## config.mk

```make
export PLATFORM = sky130hd
export DESIGN_NAME = bcd_serial_addsub
export DESIGN_NICKNAME = d
export VERILOG_FILES = /design/src/rtl/bcd_serial_addsub.sv
export SDC_FILE = /design/constraint.sdc
export NUM_CORES = 1
export LEC_CHECK = 0
export CELL_PAD_IN_SITES_DETAIL_PLACEMENT = 0
export CELL_PAD_IN_SITES_GLOBAL_PLACEMENT = 1
export CORE_MARGIN = 8
export CORE_UTILIZATION = 43
export DETAILED_ROUTE_END_ITERATION = 7
export MAX_ROUTING_LAYER = met4
export PLACE_DENSITY = 0.94
export SYNTH_ARGS = -nofsm -noshare
export SYNTH_HDL_FRONTEND = slang
export SYNTH_SLANG_ARGS = --single-unit
```

## constraint.sdc

```tcl
create_clock -name clk -period 4.35 [get_ports clk]
set_clock_uncertainty 0.05 [all_clocks]
set_input_delay 0.6525 -clock clk [delete_from_list [all_inputs] [get_ports clk]]
set_output_delay 0.6525 -clock clk [all_outputs]
set_load 0.01 [all_outputs]
```

## src/rtl/bcd_serial_addsub.sv

```systemverilog
// -----------------------------------------------------------------------------
// bcd_serial_addsub
//
// Digit-serial packed-BCD adder/subtractor. One decimal digit is processed per
// clock, least significant digit first. Subtraction is done as
// a + nines_complement(b) + ~cin, so a borrow shows up as a missing decimal
// carry. When it borrows, the result is left in ten's complement form.
//
// Ports
//   clk      : clock, all state changes on the rising edge
//   rst_n    : asynchronous active-low reset
//   start    : request a new operation; sampled only while ready=1
//   sub      : 0 = a+b+cin, 1 = a-b-cin
//   a, b     : packed BCD operands, digit 0 in bits [3:0]
//   cin      : carry-in (add) / borrow-in (subtract)
//   ready    : high only while idle
//   done     : one-cycle pulse when sum/cout/invalid have just been loaded
//   sum      : BCD result, held until the next done
//   cout     : decimal carry-out (add) / borrow-out (subtract)
//   invalid  : some captured operand digit was greater than 9
//   o_state  : current FSM state (0 = IDLE, 1 = RUN, 2 = DONE), for observation
//
// Handshake: an operation is accepted on a rising edge where start=1 and
// ready=1. start is ignored at all other times and is never queued. The
// result is valid exactly in the cycle where done=1, DIGITS+1 rising edges
// after and including the accepting edge, and stays on the outputs until the
// next done or reset.
// -----------------------------------------------------------------------------
module bcd_serial_addsub #(
    parameter int DIGITS = 4
) (
    input  logic                  clk,
    input  logic                  rst_n,
    input  logic                  start,
    input  logic                  sub,
    input  logic [4*DIGITS-1:0]   a,
    input  logic [4*DIGITS-1:0]   b,
    input  logic                  cin,
    output logic                  ready,
    output logic                  done,
    output logic [4*DIGITS-1:0]   sum,
    output logic                  cout,
    output logic                  invalid,
    output logic [1:0]            o_state
);

    localparam int W  = 4 * DIGITS;
    localparam int CW = (DIGITS > 1) ? $clog2(DIGITS) : 1;
    localparam logic [CW-1:0] LAST_CNT = CW'(DIGITS - 1);

    typedef enum logic [1:0] {
        S_IDLE = 2'd0,
        S_RUN  = 2'd1,
        S_DONE = 2'd2
    } state_t;

    state_t          r_state;
    state_t          w_next;

    // Operand shift registers: the digit being worked on is always in [3:0].
    logic [W-1:0]    r_a;
    logic [W-1:0]    r_b;
    logic            r_sub;
    logic            r_c;
    logic [CW-1:0]   r_cnt;
    // Result digits enter at the top and shift down, so after DIGITS steps
    // digit 0 has arrived at [3:0].
    logic [W-1:0]    r_acc;
    logic            r_bad;

    logic [3:0]      w_a_d;
    logic [3:0]      w_b_raw;
    logic [3:0]      w_b_d;
    logic [4:0]      w_t;
    logic            w_gt9;
    logic [3:0]      w_digit;
    logic            w_bad;
    logic            w_last;
    logic            w_accept;
    logic [W+3:0]    w_cat;
    logic [W-1:0]    w_acc_next;

    // -------------------------------------------------------------------------
    // FSM: state register
    // -------------------------------------------------------------------------
    always_ff @(posedge clk or negedge rst_n) begin
        if (!rst_n) begin
            r_state <= S_IDLE;
        end else begin
            r_state <= w_next;
        end
    end

    // -------------------------------------------------------------------------
    // FSM: next-state logic
    // -------------------------------------------------------------------------
    always_comb begin
        w_next = r_state;
        case (r_state)
            S_IDLE:  if (start) w_next = S_RUN;
            S_RUN:   if (w_last) w_next = S_DONE;
            S_DONE:  w_next = S_IDLE;
            default: w_next = S_IDLE;
        endcase
    end

    // -------------------------------------------------------------------------
    // FSM: outputs
    // -------------------------------------------------------------------------
    always_comb begin
        ready   = 1'b0;
        done    = 1'b0;
        o_state = r_state;
        case (r_state)
            S_IDLE:  ready = 1'b1;
            S_DONE:  done  = 1'b1;
            default: begin
                ready = 1'b0;
                done  = 1'b0;
            end
        endcase
    end

    assign w_accept = (r_state == S_IDLE) && start;
    assign w_last   = (r_state == S_RUN) && (r_cnt == LAST_CNT);

    // -------------------------------------------------------------------------
    // One-digit decimal adder
    // -------------------------------------------------------------------------
    assign w_a_d   = r_a[3:0];
    assign w_b_raw = r_b[3:0];
    // Nines complement, wrapping to 4 bits for non-decimal digits.
    assign w_b_d   = r_sub ? (4'd9 - w_b_raw) : w_b_raw;
    assign w_t     = {1'b0, w_a_d} + {1'b0, w_b_d} + {4'b0000, r_c};
    assign w_gt9   = (w_t > 5'd9);
    // (t + 6) mod 16 only depends on the low nibble of t.
    assign w_digit = w_gt9 ? (w_t[3:0] + 4'd6) : w_t[3:0];
    // The raw b digit is checked, not its complement.
    assign w_bad   = (w_a_d > 4'd9) || (w_b_raw > 4'd9);

    assign w_cat      = {w_digit, r_acc};
    assign w_acc_next = w_cat[W+3:4];

    // -------------------------------------------------------------------------
    // Datapath and result registers
    // -------------------------------------------------------------------------
    always_ff @(posedge clk or negedge rst_n) begin
        if (!rst_n) begin
            r_a     <= '0;
            r_b     <= '0;
            r_sub   <= 1'b0;
            r_c     <= 1'b0;
            r_cnt   <= '0;
            r_acc   <= '0;
            r_bad   <= 1'b0;
            sum     <= '0;
            cout    <= 1'b0;
            invalid <= 1'b0;
        end else if (w_accept) begin
            r_a   <= a;
            r_b   <= b;
            r_sub <= sub;
            // Subtract needs the +1 of the ten's complement, less any borrow-in.
            r_c   <= sub ? ~cin : cin;
            r_cnt <= '0;
            r_acc <= '0;
            r_bad <= 1'b0;
        end else if (r_state == S_RUN) begin
            r_a   <= r_a >> 4;
            r_b   <= r_b >> 4;
            r_c   <= w_gt9;
            r_cnt <= r_cnt + CW'(1);
            r_acc <= w_acc_next;
            r_bad <= r_bad | w_bad;
            if (w_last) begin
                sum     <= w_acc_next;
                // For subtract a missing final carry means a borrow.
                cout    <= r_sub ? ~w_gt9 : w_gt9;
                invalid <= r_bad | w_bad;
            end
        end
    end

endmodule

```

* Word-level counts from Yosys, hierarchy flattened
Cells that the tools add are included.
Storage, ports and cells: bits in registers 73, input port bits 37, output and inout bits 22, word-level logic and storage cells 56
Cells by class: $add $sub $neg 5, magnitude comparators 3, eq/ne operators 5, mux-type cells 21, bitwise operators 4, reduce and logical (&&, ||, !) cells 7
Operators with widths (count):
- $mux W16 | 6
- $gt A4 B4 Y1 const B | 2
- $mux W1 | 8
- $mux W2 | 4
- $mux W4 | 2
- $add A4 B4 Y5 | 1
- $add A5 B1 Y5 | 1
- $gt A5 B4 Y1 const B | 1
- $add A4 B3 Y4 const B | 1
- $eq A2 B2 Y1 const B | 2
- $ne A2 B2 Y1 const B | 2
- $pmux W2 S2 | 1
- $sub A4 B4 Y4 const A | 1
- $not A1 Y1 | 3
- $reduce_and A3 Y1 | 1
- $add A2 B1 Y2 const B | 1
- $eq A2 B1 Y1 const B | 1
- $logic_and A1 B1 Y1 | 2
- $logic_not A2 Y1 | 1
- $reduce_and A2 Y1 | 1
- $reduce_bool A2 Y1 | 1
- $logic_or A1 B1 Y1 | 1
- $or A1 B1 Y1 | 1

* Logic depth before layout (Yosys ltp)
Gate-level depths: netlist (run 1).
depth in word-level cells 8, depth in mapped cells 13, mapped depth without buffers 13

* Worst setup path before layout (run 1)
Ideal clock, no wire load.
path type register -> register, from reg r_sub, to reg cout, setup time 0.069 ns, data arrival time 2.654 ns, required time 4.231 ns, setup slack 1.577 ns, cell stages (with the launch flop) 13, buffers on the path 1, clock period less this slack 2.773 ns, path through dfrtp_1 -> clkbuf_2 -> xnor2_1 -> fa_1 -> inv_1 -> fa_1 -> xor2_2 -> inv_1 -> ha_1 -> nand2_1 -> o31ai_4 -> or4_1 -> nand3_1
On the way: word-level cells in the longest chain between the ends 6
RTL lines:
- from (decl) | line 63 | logic r_sub;
- from (signal assigned) | line 162 | r_sub <= sub;
- $mux W4 | line 133 | assign w_b_d = r_sub ? (4'd9 - w_b_raw) : w_b_raw;
- $add A4 B4 Y5 | line 134 | assign w_t = {1'b0, w_a_d} + {1'b0, w_b_d} + {4'b0000, r_c};
- $add A5 B1 Y5 | line 134
- $gt A5 B4 Y1 | line 135 | assign w_gt9 = (w_t > 5'd9);
- $not A1 Y1 | line 178 | cout <= r_sub ? ~w_gt9 : w_gt9;
- $mux W1 * | line 178
- to (signal assigned) | line 178
- to (decl) | line 42 | output logic cout,
Every way passes the cells marked *; elsewhere a longest branch is shown, timed or not. A chain may end at the register's enable or synchronous reset.

* Worst setup path after layout (run 1)
Ends and elaborated chain as after synthesis.

==> metrics.md, run 1 <==
| Metric | Value |
|---|---|
| Status | finished clean |
| Clock Root Buffer | clkbuf_8 |
| Fin crit period | 2960 ps |
| Average size of a mapped cell | 10.2 um2 |
| PostCTS Resize Cnt | 0 |
| Placed cell area | 3820 um2 |
| Final nets | 412 |
| Post-Syn Instances | 314 |
| Setup TNS | 0 ps |
| Switching Fraction | 42.5% |
| Clock tree sinks | 69 |
| Slew @ Worst Pin | 1120 ps |
| Row count | 31 |
| Post-synthesis sequential area ratio | 54.0% |
| Max clock buf depth | 2 |
| Cell accounting for the most synthesized area | dfrtp_1 |
| Leak | 0.00184 uW |
| Post-CTS Setup Inserts | 0 |
| Die width | 102 um |
| CTS tree | built |
| Dpl hpwl | 5100 um |
| Clk_lat worst skew | 340 ps |
| Hold buffers post-CTS | 0 |
| Worst path required time | 4570 ps |
| Critical path data arrival time | 3180 ps |
| Cell Area, Synth | 3200 um2 |
| RSZ-0062 raised after global routing | false |
| Most common cell after layout, fill and taps aside | nand2_1 |
| Switch Pwr | 1500 uW |
| Total Power | 3520 uW |
| Netlist cell types | 41 |
| Int Pwr | 2020 uW |
| # IOs | 59 |
| First-pass GRT wire length | 12200 um |
| Worst vdd ir | 418 uV |
| Layout cells sized above 1 | 10.8% |
| DRT Wirelength | 7360 um |
| Clock power share | 13.2% |
| R2R Setup Slk | 1390 ps |
| HP Class | flip-flop to flip-flop |
| Initial Util | 44.3% |
| Final worst hold slack | 427 ps |
| Worst-path clk slew | 70 ps |
| Total Routing Usage GR | 15.6% |
| Routed wire length per instance | 15.6 um |
| DR vias | 2454 |
| Sequential Power Share | 32.0% |
| PwrDens | 883 nW/um2 |
| Synth top area cells | dfrtp_1 54%, nand2_1 11%, a22oi_1 5.4% |
| Net Count, Synth | 359 |
| Vias in the first global route | 2490 |
| Layout area overhead | 24.8% |
| Initial DRC Count | 124 |
| Inserted Diodes | 0 |
| Vias per cell | 5.21 |
| Commonest cells after routing, fill and taps aside | 91 x nand2_1, 69 x dfrtp_1, 57 x clkdlybuf4s50_1 |
| Worst Path Max Fanout | 8 |
| Core area | 7210 um2 |
| Part of the power in combinational logic | 54.8% |
| Setup violators final | 0 |
| Slew Limit Fails | 0 |
| Number of detailed-route iterations in the first pass | 5 |
| CP Class | flip-flop to flip-flop |
| H-tree depth | 3 |
| Final Cell Area | 3990 um2 |
| Yosys Warn Count | 0 |
| Highest clock rate | 338 MHz |
| Total CTS buffers | 9 |
| CP Launch Type | flip-flop |
| # port buffers | 58 |
| Largest net degree at the start of global routing | 46 |
| Fin crit share | 68.1% |
| Slew HR | 25.6% |
| Flops & latches, synth | 69 |
| Global route total overflow | 0 |
| Full die area | 10400 um2 |
| Drc violations | 0 |
| Synth top area share | 54.0% |
| Crit end category | flip-flop |
| Initial antenna violation count | 0 |
| GP Congestion | 0.842 |
| Final hold vios | 0 |
| Maxcap violations | 0 |
| Die Span Y | 102 um |
| Antenna viol nets, final | 0 |
-- layout make-up --
type                       count  area, um2
clock buffer                  15        166
clock inverter                 1       5.00
fill                         681       3230
inverter                       8       30.0
multi-input combinational    217       1330
sequential                    69       1730
tap                           99        124
timing repair buffer          62        606
-- worst paths after layout --
| check | start | endpoint | cells after the start |
|---|---|---|---|
| min in group asynchronous | rst_n | sum[5] | 1 |
| max | r_sub | cout | 11 |
| max in group asynchronous | rst_n | r_acc[8] | 2 |
| min reg2reg | r_a[8] | r_a[8] | 2 |
| max reg2reg | r_sub | cout | 11 |
| min | r_a[8] | r_a[8] | 2 |
-- flip-flops by register name, indices dropped and copies added (netlist names) --
name     flops
r_sub        1
r_bad        1
r_acc       12
invalid      1
r_c          1
r_b         16
sum         16
o_state      2
r_a         16
cout         1
r_cnt        2
-- cells in the mapped netlist --
master / instances
nand2_1: 91
dfrtp_1: 69
o21ai_0: 25
a22oi_1: 23
mux2_2: 13
buf_2: 10
inv_1: 8
nor3_1: 8
nor2_1: 7
ha_1: 6
mux2i_1: 5
a221o_1: 4
clkbuf_1: 4
a21oi_1: 3
a221oi_1: 3
and3_1: 3
xnor2_1: 3
buf_4: 2
buf_6: 2
fa_1: 2
nor2b_1: 2
o22ai_1: 2
a21o_1: 1
a21o_2: 1
a21oi_2: 1
and2_1: 1
buf_1: 1
clkbuf_2: 1
nand2_4: 1
nand2b_1: 1
nand3_1: 1
nand3b_1: 1
nor2_2: 1
o211ai_1: 1
o21ai_2: 1
o21bai_1: 1
o31ai_4: 1
or3_1: 1
or4_1: 1
xnor2_2: 1
xor2_2: 1
-- stage by stage --
stage	util (%)	cells	worst slack, ps
after floorplan	-	314	1580
after global placement	52.9	455	1510
after detailed placement	52.9	455	1420
after CTS	55.3	471	1400
after global routing	55.3	471	1160
final	55.3	471	1390
-- critical path, stage by stage, from the launching register on --
cell and delay (ps):
dfrtp_1 470, xnor2_1 220, fa_1 210, inv_1 50, fa_1 420, xor2_2 300
inv_1 110, ha_1 240, nand2_1 110, o31ai_4 110, or4_1 530, nand3_1 90
-- power by group through the flow --
stage,clock (uW),sequential (uW),combinational (uW)
after CTS,479,1130,1940
after floorplan,0,1120,1430
after global placement,0,1130,1880
after global routing,505,1160,2130
final,465,1130,1930
after detailed placement,0,1140,1930
-- layer usage --
layer,vias up,routed length [um],track usage [%]
li1,1183,-,-
met1,1195,3370,19.1
met2,62,3470,23.5
met3,14,317,3.75
met4,0,204,7.90
met5,-,0,-
-- cells by family after synthesis --
kind of cell | after synthesis | share of synthesized area [%]
multiplexers | 18 | 6.15
flip-flops | 69 | 54.0
adder cells (fa/ha/maj) | 8 | 3.60
XOR/XNOR | 5 | 1.84
AO/OA/AOI/OAI | 67 | 14.4
AND/OR/NAND/NOR | 119 | 15.5
buffers and inverters | 28 | 4.42
No activity file was read; power rests on OpenSTA's default activity.
==> inputs of run 2 (changes only) <==
CORE_UTILIZATION = 40   (was 43)
PLACE_DENSITY = 0.89   (was 0.94)
clock period = 2.83 ns   (was 4.35 ns; I/O delays follow)
==> run 2 against run 1 <==
  * Global-route usage shrank 0.78 points
  * Sequential power up 53%
  * Routed wire length rose by 1.0%
  * Power increased by 60%
  * Highest routed layer unchanged
  * Flip-flop and latch count unchanged
==> metrics.md, run 2 (synthesis gave the netlist of run 1 again) <==
| Metric | Value |
|---|---|
| GP Congestion | 0.776 (was 0.842) |
| R2R Setup Slk | 90 ps (was 1390 ps) |
| Leak | 0.00188 uW (was 0.00184 uW) |
| CP Class | flip-flop to flip-flop (unchanged) |
| Total CTS buffers | 9 (unchanged) |
| DRT Wirelength | 7440 um (was 7360 um) |
| Worst setup margin | 94.6 ps (was 1390 ps) |
| Layout cells sized above 1 | 13.8% (was 10.8%) |
| Layout area overhead | 27.4% (was 24.8%) |
| Most common cell after layout, fill and taps aside | nand2_1 (unchanged) |
| HP Class | flip-flop to flip-flop (unchanged) |
| Slew @ Worst Pin | 517 ps (was 1120 ps) |
| GR Util met1 | 19.3% (was 19.1%) |
| Crit end category | flip-flop (unchanged) |
| Clock Root Buffer | clkbuf_8 (unchanged) |
| H-tree depth | 3 (unchanged) |
| Number of detailed-route iterations in the first pass | 4 (was 5) |
| Hold Path Cell Cnt | 2 (unchanged) |
| Worst hold path endpoint | r_a[10] (was r_a[8]) |
| Final hold vios | 0 (unchanged) |
| Fin crit share | 96.7% (was 68.1%) |
| Placed Instances | 462 (was 455) |
| Drc violations | 0 (unchanged) |
| Routed wire length per instance | 15.5 um (was 15.6 um) |
| # port buffers | 58 (unchanged) |
| Die Span Y | 105 um (was 102 um) |
| Hold path start | r_a[10] (was r_a[8]) |
| Setup violators final | 0 (unchanged) |
| First-pass GRT wire length | 13000 um (was 12200 um) |
| Slew Limit Fails | 0 (unchanged) |
| Global route total overflow | 0 (unchanged) |
| GRT busiest layer | met2 (unchanged) |
| Worst Path Max Fanout | 7 (was 8) |
| Antenna viol nets, final | 0 (unchanged) |
| Met3 usage in global routing | 3.35% (was 3.75%) |
| Place WS | -21.0 ps (was 1420 ps) |
| Clk_lat worst skew | 340 ps (about the same) |
| Status | finished clean (unchanged) |
| Post-Layout Cell Count | 479 (was 471) |
| Clock tree sinks | 69 (unchanged) |
| Inserted Diodes | 0 (unchanged) |
| R2r endpoint | cout (unchanged) |
| Number of cells on the worst reg-to-reg path | 12 (was 11) |
| Largest net degree at the start of global routing | 57 (was 46) |
| Worst path required time | 3050 ps (was 4570 ps) |
| Slew HR | 65.5% (was 25.6%) |
| Highest clock rate | 366 MHz (was 338 MHz) |
| Initial DRC Count | 130 (was 124) |
| Total Routing Usage GR | 14.8% (was 15.6%) |
| CP Launch Type | flip-flop (unchanged) |
| Commonest cells after routing, fill and taps aside | 90 x nand2_1, 69 x dfrtp_1, 57 x clkdlybuf4s50_1 (was 91 x nand2_1, 69 x dfrtp_1, 57 x clkdlybuf4s50_1) |
| Met2 Track Usage GR | 21.3% (was 23.5%) |
| Fin crit period | 2740 ps (was 2960 ps) |
| Vias per cell | 5.13 (was 5.21) |
| RR Startpoint | r_b[1] (was r_sub) |
| PwrDens | 1380 nW/um2 (was 883 nW/um2) |
| Maxcap violations | 0 (unchanged) |
| Core area | 7730 um2 (was 7210 um2) |
| Full die area | 11100 um2 (was 10400 um2) |
| Setup TNS | 0 ps (unchanged) |
| CTS tree | built (unchanged) |
| Die width | 105 um (was 102 um) |
| # IOs | 59 (unchanged) |
| Biggest regs | r_a: 16 flops, r_b: 16 flops, sum: 16 flops (unchanged) |
| Row count | 32 (was 31) |
| Max clock buf depth | 2 (unchanged) |
| Worst-path clk slew | 70 ps (about the same) |
| Initial antenna violation count | 0 (unchanged) |
| Dpl hpwl | 5080 um (was 5100 um) |
| Worst vdd ir | 552 uV (was 418 uV) |
| Initial Util | 41.4% (was 44.3%) |
| Critical path data arrival time | 2960 ps (was 3180 ps) |
| Final nets | 419 (was 412) |
| DR vias | 2456 (was 2454) |
| Vias in the first global route | 2611 (was 2490) |
run 2: worst max-delay path by stage:
stage            from   end  slack, ps  depth (start not counted)
5_1_grt        r_b[1]  cout        -30                         12
6_report       r_b[1]  cout         90                         12
2_1_floorplan   r_sub  cout         60                         12
4_1_cts         r_sub  cout         40                         10
3_3_place_gp    r_sub  cout        140                         10
3_5_place_dp    r_sub  cout        -20                         10
run 2: final cells by class:
type / instances / area [um2]
fillers: 694 / 3660
flip-flops and latches: 69 / 1730
multi-input cells: 217 / 1350
repair buffers: 69 / 673
clock buffers: 12 / 155
well taps: 102 / 128
inverters: 8 / 30.0
clock inverters: 2 / 10.0
run 2: report_power, final:
part | total (uW) | internal [uW] | leakage (uW) | switching [uW]
logic | 3190 | 1450 | 0.000913 | 1740
clock network | 702 | 354 | 0.0000881 | 348
registers | 1730 | 1440 | 0.000875 | 290
run 2: through the flow:
step / hold slack [ps] / instance area [um2] / total power [uW] / utilization, %
2_1_floorplan: 78.9 / 3200 / 3920 / -
3_3_place_gp: 309 / 3860 / 4730 / 50.0
3_5_place_dp: 313 / 3860 / 4850 / 50.0
4_1_cts: 431 / 4040 / 5590 / 52.3
5_1_grt: 448 / 4070 / 6150 / 52.7
6_report: 428 / 4070 / 5620 / 52.7
run 2: per-layer routing:
layer | wire length, um | part of all wire (%)
met5 | 0 | 0
met4 | 122 | 1.6
met3 | 314 | 4.2
met2 | 3430 | 46
met1 | 3570 | 48
run 2: worst max-delay path, stage by stage, from the launching register on:
cell,delay (ps)
dfrtp_1,410
inv_1,90
ha_1,300
nand2_1,60
o21ai_0,100
ha_1,400
xor2_2,200
inv_1,80
ha_2,200
nand2_2,70
o31ai_4,110
or4_1,520
nand3_1,80
run 2: repair_timing:
| item | in CTS | in global routing |
|---|---|---|
| pin swaps | 0 | 3 |
| endpoints found under the setup margin | 1 | 3 |
| setup buffers | 0 | 2 |
| resized for setup | 1 | 4 |
| endpoints found under the hold margin | 14 | 0 |
| hold buffers | 1 | 0 |
==> inputs of run 3 (changes only) <==
TNS_END_PERCENT = 50   (was unset)
==> results of run 3 <==
Same layout as run 2: the final DEF is identical, and so are final timing and power.
